[src/rtl/vga_timing_fsm.sv]
`default_nettype none
// ============================================================================
//  Module   : vga_timing_fsm
//  Purpose  : 640x480@60 Hz VGA raster timing generator. Divides the system
//             clock down to a pixel enable and runs horizontal/vertical pixel
//             counters. Visible coordinates, the framebuffer read enable,
//             blanking flags and the sync pulses are decoded from those
//             counters. This block has no data path.
//  Ports    : clk    - system clock
//             rst    - synchronous, active-high reset (restarts frame at 0,0)
//             row    - visible line index 0..V_VISIBLE-1, 0 when blanked
//             col    - visible pixel index 0..H_VISIBLE-1, 0 when blanked
//             Hsync  - horizontal sync (active low by default)
//             Vsync  - vertical sync (active low by default)
//             en_r   - high while (col,row) is a visible pixel
//             hBlank - high while hcnt >= H_VISIBLE
//             vBlank - high while vcnt >= V_VISIBLE
//  Options  : VGA_SYNC_POSITIVE_EN - when defined, Hsync and Vsync are
//             active high (idle and reset value 0).
//  Revision : 1.0 - initial release
// ============================================================================
module vga_timing_fsm #(
    parameter int CLK_PER_PIX = 2,
    parameter int H_VISIBLE   = 640,
    parameter int H_FRONT     = 16,
    parameter int H_SYNC      = 96,
    parameter int H_BACK      = 48,
    parameter int V_VISIBLE   = 480,
    parameter int V_FRONT     = 10,
    parameter int V_SYNC      = 2,
    parameter int V_BACK      = 33
) (
    input  logic       clk,
    input  logic       rst,
    output logic [8:0] row,
    output logic [9:0] col,
    output logic       Hsync,
    output logic       Vsync,
    output logic       en_r,
    output logic       hBlank,
    output logic       vBlank
);

    localparam int c_H_TOTAL  = H_VISIBLE + H_FRONT + H_SYNC + H_BACK;
    localparam int c_V_TOTAL  = V_VISIBLE + V_FRONT + V_SYNC + V_BACK;

    // Counter widths; each kept at least 1 bit so degenerate settings
    // (e.g. CLK_PER_PIX = 1) still elaborate.
    localparam int c_DIV_W    = (CLK_PER_PIX > 1) ? $clog2(CLK_PER_PIX) : 1;
    localparam int c_H_W      = (c_H_TOTAL > 1) ? $clog2(c_H_TOTAL) : 1;
    localparam int c_V_W      = (c_V_TOTAL > 1) ? $clog2(c_V_TOTAL) : 1;

    localparam logic [c_DIV_W-1:0] c_DIV_LAST = c_DIV_W'(CLK_PER_PIX - 1);
    localparam logic [c_H_W-1:0]   c_H_LAST   = c_H_W'(c_H_TOTAL - 1);
    localparam logic [c_V_W-1:0]   c_V_LAST   = c_V_W'(c_V_TOTAL - 1);

    // Sync windows, half-open [START, END). Kept 32 bits wide so an END equal
    // to the total count cannot wrap in a narrow counter width.
    localparam logic [31:0] c_H_VIS      = 32'(H_VISIBLE);
    localparam logic [31:0] c_V_VIS      = 32'(V_VISIBLE);
    localparam logic [31:0] c_HS_START   = 32'(H_VISIBLE + H_FRONT);
    localparam logic [31:0] c_HS_END     = 32'(H_VISIBLE + H_FRONT + H_SYNC);
    localparam logic [31:0] c_VS_START   = 32'(V_VISIBLE + V_FRONT);
    localparam logic [31:0] c_VS_END     = 32'(V_VISIBLE + V_FRONT + V_SYNC);

    logic [c_DIV_W-1:0] r_div;
    logic [c_H_W-1:0]   r_hcnt;
    logic [c_V_W-1:0]   r_vcnt;

    logic               w_pix_en;
    logic [31:0]        w_h32;
    logic [31:0]        w_v32;
    logic               w_hblank;
    logic               w_vblank;
    logic               w_visible;
    logic               w_hsync_act;
    logic               w_vsync_act;

    // With CLK_PER_PIX = 1 the divider is pinned at 0 and this is always high.
    assign w_pix_en = (r_div == c_DIV_LAST);

    // ------------------------------------------------------------------
    // Pixel divider and raster counters. Reset wins over pix_en.
    // ------------------------------------------------------------------
    always_ff @(posedge clk) begin
        if (rst) begin
            r_div  <= '0;
            r_hcnt <= '0;
            r_vcnt <= '0;
        end else if (w_pix_en) begin
            r_div <= '0;
            if (r_hcnt == c_H_LAST) begin
                r_hcnt <= '0;
                if (r_vcnt == c_V_LAST) begin
                    r_vcnt <= '0;
                end else begin
                    r_vcnt <= r_vcnt + c_V_W'(1);
                end
            end else begin
                r_hcnt <= r_hcnt + c_H_W'(1);
            end
        end else begin
            r_div <= r_div + c_DIV_W'(1);
        end
    end

    // ------------------------------------------------------------------
    // Output decode: purely combinational from the counters so outputs move
    // on the same edge as hcnt/vcnt.
    // ------------------------------------------------------------------
    assign w_h32       = 32'(r_hcnt);
    assign w_v32       = 32'(r_vcnt);

    assign w_hblank    = (w_h32 >= c_H_VIS);
    assign w_vblank    = (w_v32 >= c_V_VIS);
    assign w_visible   = !w_hblank && !w_vblank;

    assign w_hsync_act = (w_h32 >= c_HS_START) && (w_h32 < c_HS_END);
    assign w_vsync_act = (w_v32 >= c_VS_START) && (w_v32 < c_VS_END);

    assign hBlank = w_hblank;
    assign vBlank = w_vblank;
    assign en_r   = w_visible;
    assign col    = w_visible ? w_h32[9:0] : 10'd0;
    assign row    = w_visible ? w_v32[8:0] : 9'd0;

`ifdef VGA_SYNC_POSITIVE_EN
    assign Hsync  = w_hsync_act;
    assign Vsync  = w_vsync_act;
`else
    assign Hsync  = ~w_hsync_act;
    assign Vsync  = ~w_vsync_act;
`endif

endmodule
`default_nettype wire

[config.mk]
export PLATFORM = sky130hd
export DESIGN_NAME = vga_timing_fsm
export DESIGN_NICKNAME = d
export VERILOG_FILES = /design/src/rtl/vga_timing_fsm.sv
export SDC_FILE = /design/constraint.sdc
export NUM_CORES = 1
export LEC_CHECK = 0
export CAP_MARGIN = 10
export CORE_MARGIN = 3
export CORE_UTILIZATION = 45
export CTS_CLUSTER_DIAMETER = 100
export DETAILED_ROUTE_END_ITERATION = 10
export HOLD_SLACK_MARGIN = 0.1
export PLACE_DENSITY = 0.76
export SYNTH_ARGS = -nofsm -noshare
export SYNTH_HDL_FRONTEND = slang
export SYNTH_SLANG_ARGS = --single-unit
export TNS_END_PERCENT = 100
[constraint.sdc]
create_clock -name clk -period 4.9 [get_ports clk]
set_clock_uncertainty 0.1 [all_clocks]
set_input_delay 1.47 -clock clk [delete_from_list [all_inputs] [get_ports clk]]
set_output_delay 1.47 -clock clk [all_outputs]
set_load 0.1 [all_outputs]
## Word level (Yosys, flattened, before mapping)

Index checks and enable logic that the tools add are counted.

- Register bits after elaboration: 21
- Input bits: 2
- Output and inout port bits: 24
- Logic and storage cells: 27

- Add/sub/neg operators: 3
- Order comparisons: 6
- Equality and inequality tests: 2
- Mux-type cells: 4
- Bitwise gates (word level): 2
- Reduce and logical (&&, ||, !) cells: 7

Operator list:

| kind | count |
|---|---|
| $mux 10 | 3 |
| $add 10x1->10 const B | 2 |
| $eq 10x10->1 const B | 2 |
| $ge 10x10->1 const B | 2 |
| $ge 10x9->1 const B | 2 |
| $lt 10x10->1 const B | 1 |
| $lt 10x9->1 const B | 1 |
| $mux 9 | 1 |
| $logic_and 1x1->1 | 3 |
| $logic_not 1->1 | 2 |
| $not 1->1 | 2 |
| $reduce_and 2->1 | 1 |
| $reduce_or 2->1 | 1 |
| $add 1x1->1 const B | 1 |

## Depth between registers and ports, before layout

- Depth after elaboration: 4
- Mapped depth: 6
- Mapped depth without buffers: 6

## Worst setup path before layout

OpenSTA, ideal clock, no wires.

- Path type: register to output
- Start: reg r_vcnt[6]
- End: out col[5]
- Data arrival time: 3.340 ns
- Required time: 3.330 ns
- Path slack: -0.010 ns
- Cell stages (with the launch flop): 7
- Path buffers: 2
- Path through: dfxtp_1 nand4_1 nand2b_1 clkbuf_1 nor2_1 clkbuf_1 and2_1

- Longest elaborated chain between the ends: 4

Ends and longest elaborated chain:

| element | RTL line | RTL |
|---|---|---|
| from (decl) | 68 | `logic [c_V_W-1:0] r_vcnt;` |
| from (signal assigned) | 97 | `r_vcnt <= r_vcnt + c_V_W'(1);` |
| $ge 10x9->1 | 115 | `assign w_vblank = (w_v32 >= c_V_VIS);` |
| via vBlank | 41 | `output logic vBlank` |
| $logic_not 1->1 | 116 | `assign w_visible = !w_hblank && !w_vblank;` |
| $logic_and 1x1->1 | 116 |  |
| via en_r | 39 | `output logic en_r,` |
| $mux 10 | 124 | `assign col = w_visible ? w_h32[9:0] : 10'd0;` |
| to (decl) | 36 | `output logic [9:0] col,` |

The timed path passes the listed nets, and every way through them passes these cells.

## Worst setup path in the final report

- Start: reg r_vcnt[2]
- End: out Vsync

- Longest elaborated chain between the ends: 3
- Elaborated cells between the ends (all ways): 4

Ends and longest elaborated chain:

| element | RTL line | RTL |
|---|---|---|
| $ge 10x9->1 or $lt 10x9->1 (tied branches) | 119 | `assign w_vsync_act = (w_v32 >= c_VS_START) && (w_v32 < c_VS_END);` |
| $logic_and 1x1->1 * | 119 |  |
| $not 1->1 * | 132 | `assign Vsync = ~w_vsync_act;` |
| to (decl) | 38 | `output logic Vsync,` |

Mark *: on every way between the ends. The rest lies on a longest branch, timed or not.

==> flow_summary.ini <==
[drt]
wl_per_cell_um = 13.7
num_vias = 1149
ant_nets = 0
first_iter_violations = 63
drt_pre_antenna_iters = 4
avgViaCountPerCell = 5.63
routed_wl_um = 2790
drcViolationCount = 0

[synthesis]
yosys_warnings = 0
synth_nets = 159
synth_edf_count = 0
yosysSeqAreaShare_pct = 33.2
synth.mux.area_fraction_pct = 0
yosys.area_share.simple_pct = 41.5
synthXorXnorAreaFrac_pct = 8.99
synth_compound_area_share_pct = 5.73
yosys_most_used_dff = dfxtp_1
syn-mean-instance-area_sq_um = 8.28
synth_top_family_by_area = simple AND/OR/NAND/NOR gates
synth_fa_ha_area_share_pct = 3.95
async_flop_share_pct = 0
syn_inst = 153
yosys.cell_types.count = 37
syn-cell-area_sq_mm = 0.00127
ys_seq_elements = 21

[floorplanning]
die_w_um = 59.0
rows = 18
die_height_um = 59.0
io_pins = 26
core_area_sq_mm = 0.00257
design.die.area_sq_mm = 0.00349
initial_utilization_pct = 49.3

[clock_tree]
cts_max_path_buffers = 2
clock-sinks = 21
post_cts_buffers = 0
clkLatencyLatePin_ps = 310
root_buffer = clkbuf_4
clk_pin_slew_worst_paths_ps = 120
cts_tree = done
post_cts_resized = 0
cts_hold_buf = 0
numCtsBuffers = 3
htree_levels = 1

[sta]
rsz0062_at_grt = no
slew_headroom_pct = 34.4
maxSlewViolCount = 0
finalHoldViolations = 0
finalSetupViolCount = 0
worstMarginPinSlew_ps = 980
finalCriticalPeriod_ps = 4260
finalSetupTns_ps = 0
finalCritPeriodShare_pct = 86.9
fmax_mhz = 235

[critical_path]
critical_path.endpoint_type = primary output
path_max_fanout = 8
start_kind = flop
critical_path_class = flop to primary output
cp.arrival_ps = 2690
setup.worst_path.start = r_vcnt[2]
cp.required_ps = 3330
reg2reg_from = r_hcnt[0]

[cells_and_area]
nNetsFinal = 181
layout_commonest_cell = dfxtp_1
diodes = 0
final_area_sq_mm = 0.00147
mostFrequentLayoutCells = 21 x dfxtp_1, 17 x nor2_1, 17 x buf_4
syn2layout_area_growth_pct = 16.4
drive_above_1_share_pct = 15.5

[pwr]
p_sw_share_pct = 26.7
p_switching_w = 0.0000766
powerDensity_mw_per_mm2 = 194
power_frac_clock_pct = 30.2
leakagePower_nw = 0.527
combPwrFrac_pct = 8.3
p_seq_share_pct = 61.5
p_int_w = 0.000210
ir_drop_mv = 0.146

[global_route]
grt_max_degree = 16
grt_pass1_vias = 1039
grt_pass1_wl_um = 4500
grt-ovfl-total = 0
antenna_found_initial = 0
grtUsageTotal_pct = 16.7

[placed_design]
port_buffers = 25
dpl.hpwl_um = 2030
place.gp.congestion = 0.941
dpl_cell_area_sq_mm = 0.00145

[flow_run]
maxCapViolations = 0

[worst_hold_path]
hold_path.class = flop to flop
holdCritStartpoint = r_hcnt[1]

[status]
status = finished clean
## metal layers
layer	global-route usage, %	vias up	share of wire, %
met1	22.0	534	46
met4	6.80	0	1.1
met5	0	-	0
li1	-	574	-
met2	27.6	37	47
met3	2.18	4	6.7
## sequential cells by signal (all words and copies together), names as in the netlist
signal  flops
r_hcnt     10
r_vcnt     10
r_div       1
## cells in the mapped netlist (2+ instances only)
library cell,count,area [sq um]
dfxtp_1,21,420
nor2_1,17,63.8
and2_1,13,81.3
nand4_1,10,62.6
nand3_1,9,45.0
nor3_1,9,45.0
nand2_1,8,30.0
a21oi_1,7,35.0
xnor2_1,7,61.3
xor2_1,6,52.6
inv_1,5,18.8
buf_6,4,45.0
ha_1,4,50.1
nand2b_1,3,18.8
nor4_1,3,18.8
o21ai_0,3,15.0
or3_1,3,18.8
clkbuf_1,2,7.51
## power groups by stage
stage           Clock, W  Sequential (W)  Combinational, W
2_1_floorplan          0        0.000178         0.0000216
3_3_place_gp           0        0.000180         0.0000234
3_5_place_dp           0        0.000180         0.0000235
4_1_cts        0.0000898        0.000176         0.0000238
5_1_grt        0.0000954        0.000177         0.0000255
6_report       0.0000866        0.000176         0.0000238
## through the flow
step | instances | hold slack (ps) | total power [W] | util (%) | setup slack, ps
2_1_floorplan | 153 | 370 | 0.000200 | - | 18.1
3_3_place_gp | 200 | 389 | 0.000203 | 56.3 | 1040
3_5_place_dp | 200 | 408 | 0.000203 | 56.3 | 992
4_1_cts | 204 | 427 | 0.000290 | 57.4 | 619
5_1_grt | 204 | 453 | 0.000297 | 57.4 | 563
6_report | 204 | 426 | 0.000286 | 57.4 | 640
## area by class of cell
cell class,count,area [sq um]
multi-input cells,119,762
well taps,30,37.5
flip-flops and latches,21,420
clock buffers,3,22.5
clock inverters,1,5.00
repair buffers,25,208
inverters,5,18.8
fillers,241,1090
## path summary, 6_finish.rpt
check	endpoint	slack [ps]	cells past startpoint
setup / recovery	Vsync	640	3
hold reg to reg	r_hcnt[1]	430	2
hold / removal	r_hcnt[1]	430	2
setup reg to reg	r_vcnt[4]	2900	5
## worst max-delay path: stages (launching register included)
cell             delay [ps]
dfxtp_1                 410
or4b_2                  680
or3_1                   320
clkdlybuf4s50_1         970
## cells by family after synthesis
kind of cell             count (synthesis)
adder cells (fa/ha/maj)                  4
AO/OA/AOI/OAI                           13
buffers and inverters                   13
AND/OR/NAND/NOR                         89
flip-flops                              21
XOR/XNOR                                13
Note: power is estimated with default switching activity, not from simulation.
